`src/rtl/gyruss_hiscore_ctrl_if.sv`:
```
`default_nettype none
// ============================================================================
//  Module   : gyruss_hiscore_ctrl_if
//  Purpose  : Bundles the Gyruss core high-score RAM port.
//             master = sequencer side, slave = core side.
//  Signals  : hs_address  [10:0]  byte address into core RAM
//             hs_data_in  [7:0]   write data to core
//             hs_write            write strobe (only with hs_access)
//             hs_access           core RAM access enable
//             hs_data_out [7:0]   read data from core
//  Revision : 1.0  initial release
// ============================================================================
interface gyruss_hiscore_ctrl_if;
    logic [10:0] hs_address;
    logic [7:0]  hs_data_in;
    logic        hs_write;
    logic        hs_access;
    logic [7:0]  hs_data_out;

    modport master (
        output hs_address,
        output hs_data_in,
        output hs_write,
        output hs_access,
        input  hs_data_out
    );

    modport slave (
        input  hs_address,
        input  hs_data_in,
        input  hs_write,
        input  hs_access,
        output hs_data_out
    );
endinterface
`default_nettype wire

```
`src/rtl/gyruss_hiscore_ctrl.sv`:
```
`default_nettype none
// ============================================================================
//  Module   : gyruss_hiscore_ctrl
//  Purpose  : High-score load/dump sequencer in front of the Gyruss core RAM.
//             Load : download bytes -> 2-entry FIFO -> core RAM writes.
//             Dump : reads HS_LEN bytes from BASE and streams them out over a
//                    valid/ready handshake, pulsing ul_done at the end.
//             Core RAM is only touched while the core reports paused.
//  Ports    : clk_49m, reset (async, active-high)
//             paused / pause_req          core pause handshake
//             dl_wr, dl_addr, dl_data     download byte input, dl_busy = full
//             dump_start                  pulse, starts a dump
//             ul_data, ul_valid, ul_ready stream out, ul_done end pulse
//             hs (master modport)         core high-score RAM port
//  Macro    : HS_CHECKSUM_EN - appends one two's-complement checksum byte
//             (~sum+1) to every dump.
//  Read timing: the address is held while a latency counter runs from 0 to
//             RD_LAT; hs_data_out is captured on the edge that ends the
//             cycle in which the counter equals RD_LAT, i.e. data is expected
//             to be stable RD_LAT cycles after the address is presented.
//  Revision : 1.0  initial release
// ============================================================================
module gyruss_hiscore_ctrl #(
    parameter int          HS_LEN = 128,
    parameter int          RD_LAT = 2,
    parameter logic [10:0] BASE   = 11'h000
) (
    input  wire logic        clk_49m,
    input  wire logic        reset,
    input  wire logic        paused,
    output      logic        pause_req,
    input  wire logic        dl_wr,
    input  wire logic [10:0] dl_addr,
    input  wire logic [7:0]  dl_data,
    output      logic        dl_busy,
    input  wire logic        dump_start,
    output      logic [7:0]  ul_data,
    output      logic        ul_valid,
    input  wire logic        ul_ready,
    output      logic        ul_done,
    gyruss_hiscore_ctrl_if.master hs
);

    localparam int          c_LAT_W = $clog2(RD_LAT + 1) + 1;
    localparam logic [10:0] c_LAST  = 11'(HS_LEN - 1);

    typedef enum logic [2:0] {
        S_IDLE   = 3'd0,
        S_WAIT_W = 3'd1,
        S_WR     = 3'd2,
        S_WAIT_R = 3'd3,
        S_RD     = 3'd4,
        S_OUT    = 3'd5,
        S_CK     = 3'd6,
        S_DONE   = 3'd7
    } state_t;

    state_t               r_state;

    // ------------------------------------------------------------------
    // Download FIFO (2 entries of {addr, data})
    // ------------------------------------------------------------------
    logic [10:0]          r_fifo_addr [0:1];
    logic [7:0]           r_fifo_data [0:1];
    logic                 r_wptr;
    logic                 r_rptr;
    logic [1:0]           r_count;

    logic                 w_full;
    logic                 w_empty;
    logic                 w_pop;
    logic                 w_push;
    logic [10:0]          w_head_addr;
    logic [7:0]           w_head_data;

    assign w_full      = (r_count == 2'd2);
    assign w_empty     = (r_count == 2'd0);
    assign w_head_addr = r_fifo_addr[r_rptr];
    assign w_head_data = r_fifo_data[r_rptr];

    // The pop is the same edge that loads the head entry into the write
    // registers, so WR always shows an entry already removed from the FIFO.
    assign w_pop  = paused && !w_empty &&
                    ((r_state == S_WAIT_W) || (r_state == S_WR));
    // A full FIFO still accepts a byte on a popping edge: the write pointer
    // equals the read pointer, and the popped value is read before the
    // slot is overwritten.
    assign w_push = dl_wr && (!w_full || w_pop);

    always_ff @(posedge clk_49m) begin
        if (w_push) begin
            r_fifo_addr[r_wptr] <= dl_addr;
            r_fifo_data[r_wptr] <= dl_data;
        end
    end

    always_ff @(posedge clk_49m or posedge reset) begin
        if (reset) begin
            r_wptr  <= 1'b0;
            r_rptr  <= 1'b0;
            r_count <= 2'd0;
        end else begin
            if (w_push) r_wptr <= ~r_wptr;
            if (w_pop)  r_rptr <= ~r_rptr;
            case ({w_push, w_pop})
                2'b10:   r_count <= r_count + 2'd1;
                2'b01:   r_count <= r_count - 2'd1;
                default: r_count <= r_count;
            endcase
        end
    end

    assign dl_busy   = w_full;
    assign pause_req = !w_empty || !((r_state == S_IDLE) || (r_state == S_DONE));

    // ------------------------------------------------------------------
    // Sequencer
    // ------------------------------------------------------------------
    logic [10:0]          r_cnt;
    logic [c_LAT_W-1:0]   r_lat;
    logic                 r_dump_pend;
    logic [10:0]          r_hs_address;
    logic [7:0]           r_hs_data_in;
    logic                 r_hs_write;
    logic                 r_hs_access;
    logic [7:0]           r_ul_data;
    logic                 r_ul_valid;
    logic                 r_ul_done;
`ifdef HS_CHECKSUM_EN
    logic [7:0]           r_sum;
`endif

    always_ff @(posedge clk_49m or posedge reset) begin
        if (reset) begin
            r_state      <= S_IDLE;
            r_cnt        <= 11'd0;
            r_lat        <= '0;
            r_dump_pend  <= 1'b0;
            r_hs_address <= 11'd0;
            r_hs_data_in <= 8'd0;
            r_hs_write   <= 1'b0;
            r_hs_access  <= 1'b0;
            r_ul_data    <= 8'd0;
            r_ul_valid   <= 1'b0;
            r_ul_done    <= 1'b0;
`ifdef HS_CHECKSUM_EN
            r_sum        <= 8'd0;
`endif
        end else begin
            r_ul_done <= 1'b0;
            // Any dump request is remembered; the IDLE branch that starts a
            // dump clears it again (later assignment wins).
            if (dump_start) r_dump_pend <= 1'b1;

            case (r_state)
                S_IDLE: begin
                    if (!w_empty) begin
                        r_state <= S_WAIT_W;
                    end else if (dump_start || r_dump_pend) begin
                        r_cnt       <= 11'd0;
                        r_dump_pend <= 1'b0;
`ifdef HS_CHECKSUM_EN
                        r_sum       <= 8'd0;
`endif
                        r_state     <= S_WAIT_R;
                    end
                end

                S_WAIT_W: begin
                    if (w_pop) begin
                        r_hs_access  <= 1'b1;
                        r_hs_write   <= 1'b1;
                        r_hs_address <= BASE + w_head_addr;
                        r_hs_data_in <= w_head_data;
                        r_state      <= S_WR;
                    end
                end

                S_WR: begin
                    if (w_pop) begin
                        r_hs_address <= BASE + w_head_addr;
                        r_hs_data_in <= w_head_data;
                    end else begin
                        // Lost pause or FIFO drained: remaining entries are
                        // picked up again from IDLE via WAIT_W.
                        r_hs_access  <= 1'b0;
                        r_hs_write   <= 1'b0;
                        r_hs_address <= 11'd0;
                        r_hs_data_in <= 8'd0;
                        r_state      <= S_IDLE;
                    end
                end

                S_WAIT_R: begin
                    if (paused) begin
                        r_hs_access  <= 1'b1;
                        r_hs_address <= BASE + r_cnt;
                        r_lat        <= '0;
                        r_state      <= S_RD;
                    end
                end

                S_RD: begin
                    if (!paused) begin
                        // Abort; the same address is retried from WAIT_R.
                        r_hs_access  <= 1'b0;
                        r_hs_address <= 11'd0;
                        r_state      <= S_WAIT_R;
                    end else if (r_lat == c_LAT_W'(RD_LAT)) begin
                        r_ul_data    <= hs.hs_data_out;
                        r_ul_valid   <= 1'b1;
                        r_hs_access  <= 1'b0;
                        r_hs_address <= 11'd0;
                        r_state      <= S_OUT;
                    end else begin
                        r_lat <= r_lat + c_LAT_W'(1);
                    end
                end

                S_OUT: begin
                    if (ul_ready) begin
                        r_ul_valid <= 1'b0;
                        r_cnt      <= r_cnt + 11'd1;
`ifdef HS_CHECKSUM_EN
                        r_sum      <= r_sum + r_ul_data;
`endif
                        if (r_cnt == c_LAST) begin
`ifdef HS_CHECKSUM_EN
                            // Two's-complement of the full byte sum so that
                            // all HS_LEN+1 bytes add up to zero.
                            r_ul_data  <= ~(r_sum + r_ul_data) + 8'd1;
                            r_ul_valid <= 1'b1;
                            r_state    <= S_CK;
`else
                            r_ul_done  <= 1'b1;
                            r_state    <= S_DONE;
`endif
                        end else begin
                            r_state <= S_WAIT_R;
                        end
                    end
                end

                S_CK: begin
                    if (ul_ready) begin
                        r_ul_valid <= 1'b0;
                        r_ul_done  <= 1'b1;
                        r_state    <= S_DONE;
                    end
                end

                S_DONE: begin
                    r_state <= S_IDLE;
                end

                default: begin
                    r_state <= S_IDLE;
                end
            endcase
        end
    end

    assign ul_data          = r_ul_data;
    assign ul_valid         = r_ul_valid;
    assign ul_done          = r_ul_done;
    assign hs.hs_address    = r_hs_address;
    assign hs.hs_data_in    = r_hs_data_in;
    assign hs.hs_write      = r_hs_write;
    assign hs.hs_access     = r_hs_access;

endmodule
`default_nettype wire

```
`src/flat_wrapper.sv`:
```
// flat-port wrapper written by rule: the top's interface ports become plain ports
module gyruss_hiscore_ctrl_flat 
#(
    parameter int          HS_LEN = 128,
    parameter int          RD_LAT = 2,
    parameter logic [10:0] BASE   = 11'h000
)
  (clk_49m, reset, paused, pause_req, dl_wr, dl_addr, dl_data, dl_busy, dump_start, ul_data, ul_valid, ul_ready, ul_done, hs_hs_address, hs_hs_data_in, hs_hs_write, hs_hs_access, hs_hs_data_out);
  gyruss_hiscore_ctrl_if hs_i ();
  input  wire logic clk_49m;
  input  wire logic reset;
  input  wire logic paused;
  output      logic pause_req;
  input  wire logic dl_wr;
  input  wire logic [10:0] dl_addr;
  input  wire logic [7:0] dl_data;
  output      logic dl_busy;
  input  wire logic dump_start;
  output      logic [7:0] ul_data;
  output      logic ul_valid;
  input  wire logic ul_ready;
  output      logic ul_done;
  output wire logic [$bits(hs_i.hs_address)-1:0] hs_hs_address;
  output wire logic [$bits(hs_i.hs_data_in)-1:0] hs_hs_data_in;
  output wire logic [$bits(hs_i.hs_write)-1:0] hs_hs_write;
  output wire logic [$bits(hs_i.hs_access)-1:0] hs_hs_access;
  input wire logic [$bits(hs_i.hs_data_out)-1:0] hs_hs_data_out;
  assign hs_hs_address = hs_i.hs_address;
  assign hs_hs_data_in = hs_i.hs_data_in;
  assign hs_hs_write = hs_i.hs_write;
  assign hs_hs_access = hs_i.hs_access;
  assign hs_i.hs_data_out = hs_hs_data_out;
  gyruss_hiscore_ctrl #(.HS_LEN(HS_LEN), .RD_LAT(RD_LAT), .BASE(BASE)) u_core (.clk_49m(clk_49m), .reset(reset), .paused(paused), .pause_req(pause_req), .dl_wr(dl_wr), .dl_addr(dl_addr), .dl_data(dl_data), .dl_busy(dl_busy), .dump_start(dump_start), .ul_data(ul_data), .ul_valid(ul_valid), .ul_ready(ul_ready), .ul_done(ul_done), .hs(hs_i));
endmodule
```
`config.mk`:
```
export PLATFORM = sky130hd
export DESIGN_NAME = gyruss_hiscore_ctrl_flat
export DESIGN_NICKNAME = d
export VERILOG_FILES = /design/src/rtl/gyruss_hiscore_ctrl_if.sv /design/src/rtl/gyruss_hiscore_ctrl.sv /design/src/flat_wrapper.sv
export SDC_FILE = /design/constraint.sdc
export NUM_CORES = 1
export LEC_CHECK = 0
export ABC_AREA = 1
export BUFFER_PORTS_ARGS = -buffer_cell sky130_fd_sc_hd__buf_2
export CORE_MARGIN = 10
export CORE_UTILIZATION = 61
export DETAILED_ROUTE_END_ITERATION = 10
export PLACE_DENSITY = 0.85
export SETUP_SLACK_MARGIN = 0.5
export SLEW_MARGIN = 10
export SYNTH_ARGS = -nofsm -noshare
export SYNTH_HDL_FRONTEND = slang
export SYNTH_SLANG_ARGS = --single-unit
export TNS_END_PERCENT = 50
```
`constraint.sdc`:
```
create_clock -name clk_49m -period 4.55 [get_ports clk_49m]
set_input_delay 0.2275 -clock clk_49m [delete_from_list [all_inputs] [get_ports clk_49m]]
set_output_delay 0.2275 -clock clk_49m [all_outputs]
set_load 0.005 [all_outputs]
```
======== Word level (Yosys, flattened, before mapping) ========
Memories as Yosys holds them, arrays and structs flattened.
Index checks and enable logic that the tools add are counted.
word-level totals
  output and inout bits ................... 33
  flip-flop bits (word level) ............. 53
  input port bits ......................... 33
  memories kept ........................... 2
  memory bits (writable) .................. 38
  word-level logic and storage cells ...... 126
operators by class
  reductions and logical operators ........ 29
  bitwise operators ....................... 2
  muxes and demuxes ....................... 50
  add/subtract/negate cells ............... 4
  equality and inequality tests ........... 25
memory list
  name                words  bits a word  read ports  clocked after memory_dff  wr ports  RTL line                   RTL
  u_core.r_fifo_addr  2      11           1           0                         1         gyruss_hiscore_ctrl.sv:63  logic [10:0] r_fifo_addr [0:1];
  u_core.r_fifo_data  2      8            1           0                         1         gyruss_hiscore_ctrl.sv:64  logic [7:0] r_fifo_data [0:1];
operators with widths
  operator                                                number
  two-way mux 11 bit                                      8
  one-hot mux 11 bit (4 select lines)                     1
  two-way mux 3 bit                                       13
  one-hot mux 3 bit (8 select lines)                      1
  one-hot mux 11 bit (2 select lines)                     1
  two-way mux 1 bit                                       17
  two-way mux 8 bit                                       2
  one-hot mux 8 bit (2 select lines)                      1
  AND reduction 4 bit                                     4
  inequality test 2 bit (second input constant)           7
  equality test 3 bit (second input constant)             4
  adder 11 x 1 -> 11 bit (second input constant)          1
  equality test 11 x 7 -> 1 bit (second input constant)   1
  nonzero test 2 bit                                      5
  equality test 3 x 2 -> 1 bit (second input constant)    3
  inequality test 2 x 1 -> 1 bit (second input constant)  4
  AND reduction 7 bit                                     1
  one-hot mux 1 bit (2 select lines)                      3
  one-hot mux 3 bit (2 select lines)                      1
  AND reduction 3 bit                                     2
  logical OR 1 bit                                        5
  AND reduction 5 bit                                     1
  equality test 2 bit (second input constant)             2
  one-hot mux 1 bit (4 select lines)                      1
  16 further kinds                                        21

======== Logic depth before layout (Yosys ltp) ========
  depth in word-level cells ............... 8
  gate-level depth with buffers ........... 11

======== Least setup slack after synthesis ========
Ideal clock, no wire load.
  path kind ............................... register to register
  start point ............................. reg u_core.r_state[1]
  end point ............................... mem u_core.r_fifo_addr[1][0], enable pin
  cell stages (with the launch flop) ...... 10
  data arrival time ....................... 1.968 ns
  data required time ...................... 4.155 ns
  setup slack ............................. 2.188 ns
  clock period less this slack ............ 2.362 ns
  cells stage by stage .................... dfrtp_1 > buf_2 > inv_2 > nand3_1 > nand2_1 > nand2_1 > buf_2 > nand2_1 > nand2_1 > nor2_1
on the way
  longest elaborated chain between the ends .. 7
  elaborated cells between the ends (all ways) .. 8
  those cells by class .................... eq/ne (2); mux (2); reduce/logical (4)
ends and longest elaborated chain
  what                                                                          RTL line                    RTL
  from (decl)                                                                   gyruss_hiscore_ctrl.sv:58   state_t r_state;
  from (signal assigned)                                                        gyruss_hiscore_ctrl.sv:135  r_state <= S_IDLE;
  from (signal assigned)                                                        gyruss_hiscore_ctrl.sv:158  r_state <= S_WAIT_W;
  from (signal assigned)                                                        gyruss_hiscore_ctrl.sv:165  r_state <= S_WAIT_R;
  equality test 3 x 1 -> 1 bit or equality test 3 x 2 -> 1 bit (tied branches)  gyruss_hiscore_ctrl.sv:84   ((r_state == S_WAIT_W) || (r_state == S_WR));
  logical OR 1 bit (*)                                                          gyruss_hiscore_ctrl.sv:84
  logical AND 1 bit (*)                                                         gyruss_hiscore_ctrl.sv:83   assign w_pop = paused && !w_empty &&
  logical OR 1 bit (*)                                                          gyruss_hiscore_ctrl.sv:88   assign w_push = dl_wr && (!w_full || w_pop);
  logical AND 1 bit (*)                                                         gyruss_hiscore_ctrl.sv:88
  two-way mux 1 bit (*)                                                         gyruss_hiscore_ctrl.sv:91   if (w_push) begin
  two-way mux 1 bit (implied by the code) (*)                                   gyruss_hiscore_ctrl.sv:92   r_fifo_addr[r_wptr] <= dl_addr;
  to (decl)                                                                     gyruss_hiscore_ctrl.sv:63
Every way passes the cells marked *; elsewhere a longest branch is shown, timed or not.

======== Worst setup path after layout ========
  start point ............................. reg u_core.r_state[2]
  end point ............................... mem u_core.r_fifo_addr[0][9], enable pin
The elaborated chain is that of the path after synthesis.

==> results by group <==
Outcome
  • Status: completed

Synthesis
  • Post-Syn Instances: 501
  • Yosys top cell area share: 30.8%
  • Synth Area per Inst: 8.60 µm²
  • Top cell type by total area after synthesis: dfrtp_1
  • Most area-consuming cells after synthesis: dfrtp_1 (31%), edfxtp_1 (26%), nand2_1 (17%)
  • Library cells used by synthesis: 29
  • Synth Register Bits: 91
  • Warning count from the yosys run: 0
  • Synth Cell Area: 4310 µm²
  • Post-Syn Nets: 537
  • Register area share after synthesis: 57.3%

Job
  • Maxcap violations: 0

Worst setup path
  • Critical Path Sink Type: flip-flop
  • Critical path class: reg -> reg
  • Crit-path max FO: 19
  • WP data arrival: 2.73 ns
  • Critical path startpoint category: flip-flop
  • FF-to-FF setup slack: 1.80 ns
  • Req. time, crit path: 4.53 ns

Power
  • P_leak: 2.42 nW
  • Max VDD drop: 0.365 mV
  • Pwr dens: 596 nW/µm²
  • Power Total: 2.90 mW

Routing
  • Drt pass-1 iters: 6
  • Antenna-violating nets left: 0
  • WL/cell: 14.2 µm
  • Routed vias/inst: 5.38
  • DR vias: 3549
  • DRC: 0
  • DRT iter0 DRCs: 268
  • Final WL: 9340 µm

Timing
  • Setup TNS: 0 ns
  • Worst slew margin: 39.4%
  • Final hold vios: 0
  • RSZ-0062 raised after global routing: no
  • Final critical-path required period: 2.75 ns
  • Setup Skew: 0.0119 ns
  • Hold Slack: 0.0356 ns
  • Peak Freq: 363 MHz
  • Post-route setup slack: 1.80 ns
  • Tcrit/Tclk final: 60.5%
  • Worst Tran Pin Value: 0.909 ns
  • Setup-failing EPs final: 0
  • Max-slew violation count: 0

Placement
  • Placed Area: 4650 µm²
  • GPL Wtd Cong: 0.863
  • # placed instances: 644
  • DP HPWL: 6830 µm
  • Worst slack, placed: 1.84 ns
  • Port Buffer Count: 65

Layout
  • Area Growth Syn to Fin: 12.7%
  • Design Area, Final: 4860 µm²
  • Commonest non-fill, non-tap cell in the layout: nand2_1
  • Share of layout cells above drive strength 1: 17.4%
  • Fin util: 71.1%
  • Final cell count without fillers: 660
  • Nets: 595
  • Diodes inserted: 0
  • # fillers: 534
  • Most frequent cells in the layout: nand2_1 (195), buf_2 (65), nand3_1 (57)

Clock tree
  • CTS H-tree lvls: 3
  • Clock root cell: clkbuf_8
  • CTS Hold Bufs: 0
  • Setup bufs post-CTS: 0
  • Clock transition at path regs: 0.09 ns
  • Post-cts repair resize count: 0
  • Worst skew pair latency: 0.35 ns
  • TritonCTS buffer count: 9
  • Clock buffer depth: 2
  • CTS tree: done
  • CTS sink cnt: 91

Die
  • DIE AREA: 10800 µm²
  • Core area: 6830 µm²
  • Std cell rows: 30
  • Num ports: 66
  • Die Span Y: 104 µm
  • Die X: 104 µm
  • Initial Util: 63.1%

Global route
  • Vias in the first global route: 3325
  • Total global routing overflow: 0
  • Initial antenna violation count: 0
  • First-pass GRT wire length: 15700 µm
  • Pin count of the biggest net entering global routing: 54
  • Total GRT Usage: 17.3%

Worst hold path
  • Worst Hold Class: in -> async
## logic make-up (layout without fill, tap and decap cells)
family | Yosys count | count (layout) | share of synthesized area, %
simple gates | 314 | 314 | 31.0
compound gates | 30 | 30 | 4.01
flops | 91 | 91 | 57.3
xor+xnor | 2 | 2 | 0.407
buf+inv | 59 | 122 | 6.01
fa+ha+maj | 3 | 3 | 0.871
mux | 2 | 2 | 0.465
## Yosys cell counts (all sizes together)
library cell  instances
nand3                57
nand4                19
buf                  17
a21oi                 4
ha                    3
xor2                  2
nor3                  1
clkbuf                2
nand2               195
edfxtp               38
or2                   1
nand3b                2
o31ai                 6
clkinv                1
dfrtp                53
mux2i                 2
o21bai                1
a31oi                 1
nor2                 39
inv                  39
o21ai                18
## final cells by class
class	count	area (µm²)	share of cell area [%]
clock buffer	10	128	2.63
clock inverter	6	72.6	1.49
inverter	40	154	3.17
multi-input combinational	351	1580	32.6
sequential	91	2470	50.8
tap	96	120	2.47
timing repair buffer	66	333	6.85
## flip-flops by register name (all words and copies together) (netlist names), 2 cells and up
name                  count
u_core.r_fifo_addr       22
u_core.r_fifo_data       16
u_core.hs.hs_address     11
u_core.r_cnt             11
u_core.hs.hs_data_in      8
u_core.ul_data            8
u_core.r_lat              3
u_core.r_state            3
u_core.r_count            2
## layer usage
| metal | up-vias | wire length [µm] | track usage, % |
|---|---|---|---|
| met5 | - | 0 | 0 |
| met4 | 0 | 132 | 5.07 |
| met3 | 17 | 656 | 3.90 |
| met2 | 136 | 4790 | 30.0 |
| met1 | 1642 | 3760 | 21.0 |
| li1 | 1754 | - | - |
## worst max-delay path, stage by stage (launching register included)
cell and delay [ns]:
dfrtp_1 0.51, inv_1 0.17, nand3_1 0.13, nand2_1 0.35, nand2_1 0.35, nand2_1 0.19
nand3_1 0.11, inv_1 0.56
## where the power goes
part / total [mW] / switching (mW) / internal, mW
registers: 1.25 / 0.155 / 1.09
logic: 1.10 / 0.749 / 0.351
clock network: 0.549 / 0.288 / 0.261
total: 2.90 / 1.19 / 1.70
## worst paths after layout
kind                              startpoint                        to  depth (start not counted)
setup reg to reg           u_core.r_state[2]  u_core.r_fifo_addr[0][9]                          7
max in group asynchronous              reset           u_core.r_cnt[5]                          2
min in group clk_49m              dl_data[7]  u_core.r_fifo_data[1][7]                          1
hold / removal                         reset         u_core.r_state[1]                          2
hold reg to reg            u_core.ul_data[5]         u_core.ul_data[5]                          2
setup / recovery           u_core.r_state[2]  u_core.r_fifo_addr[0][9]                          7
(Power assumes the default switching activity.)
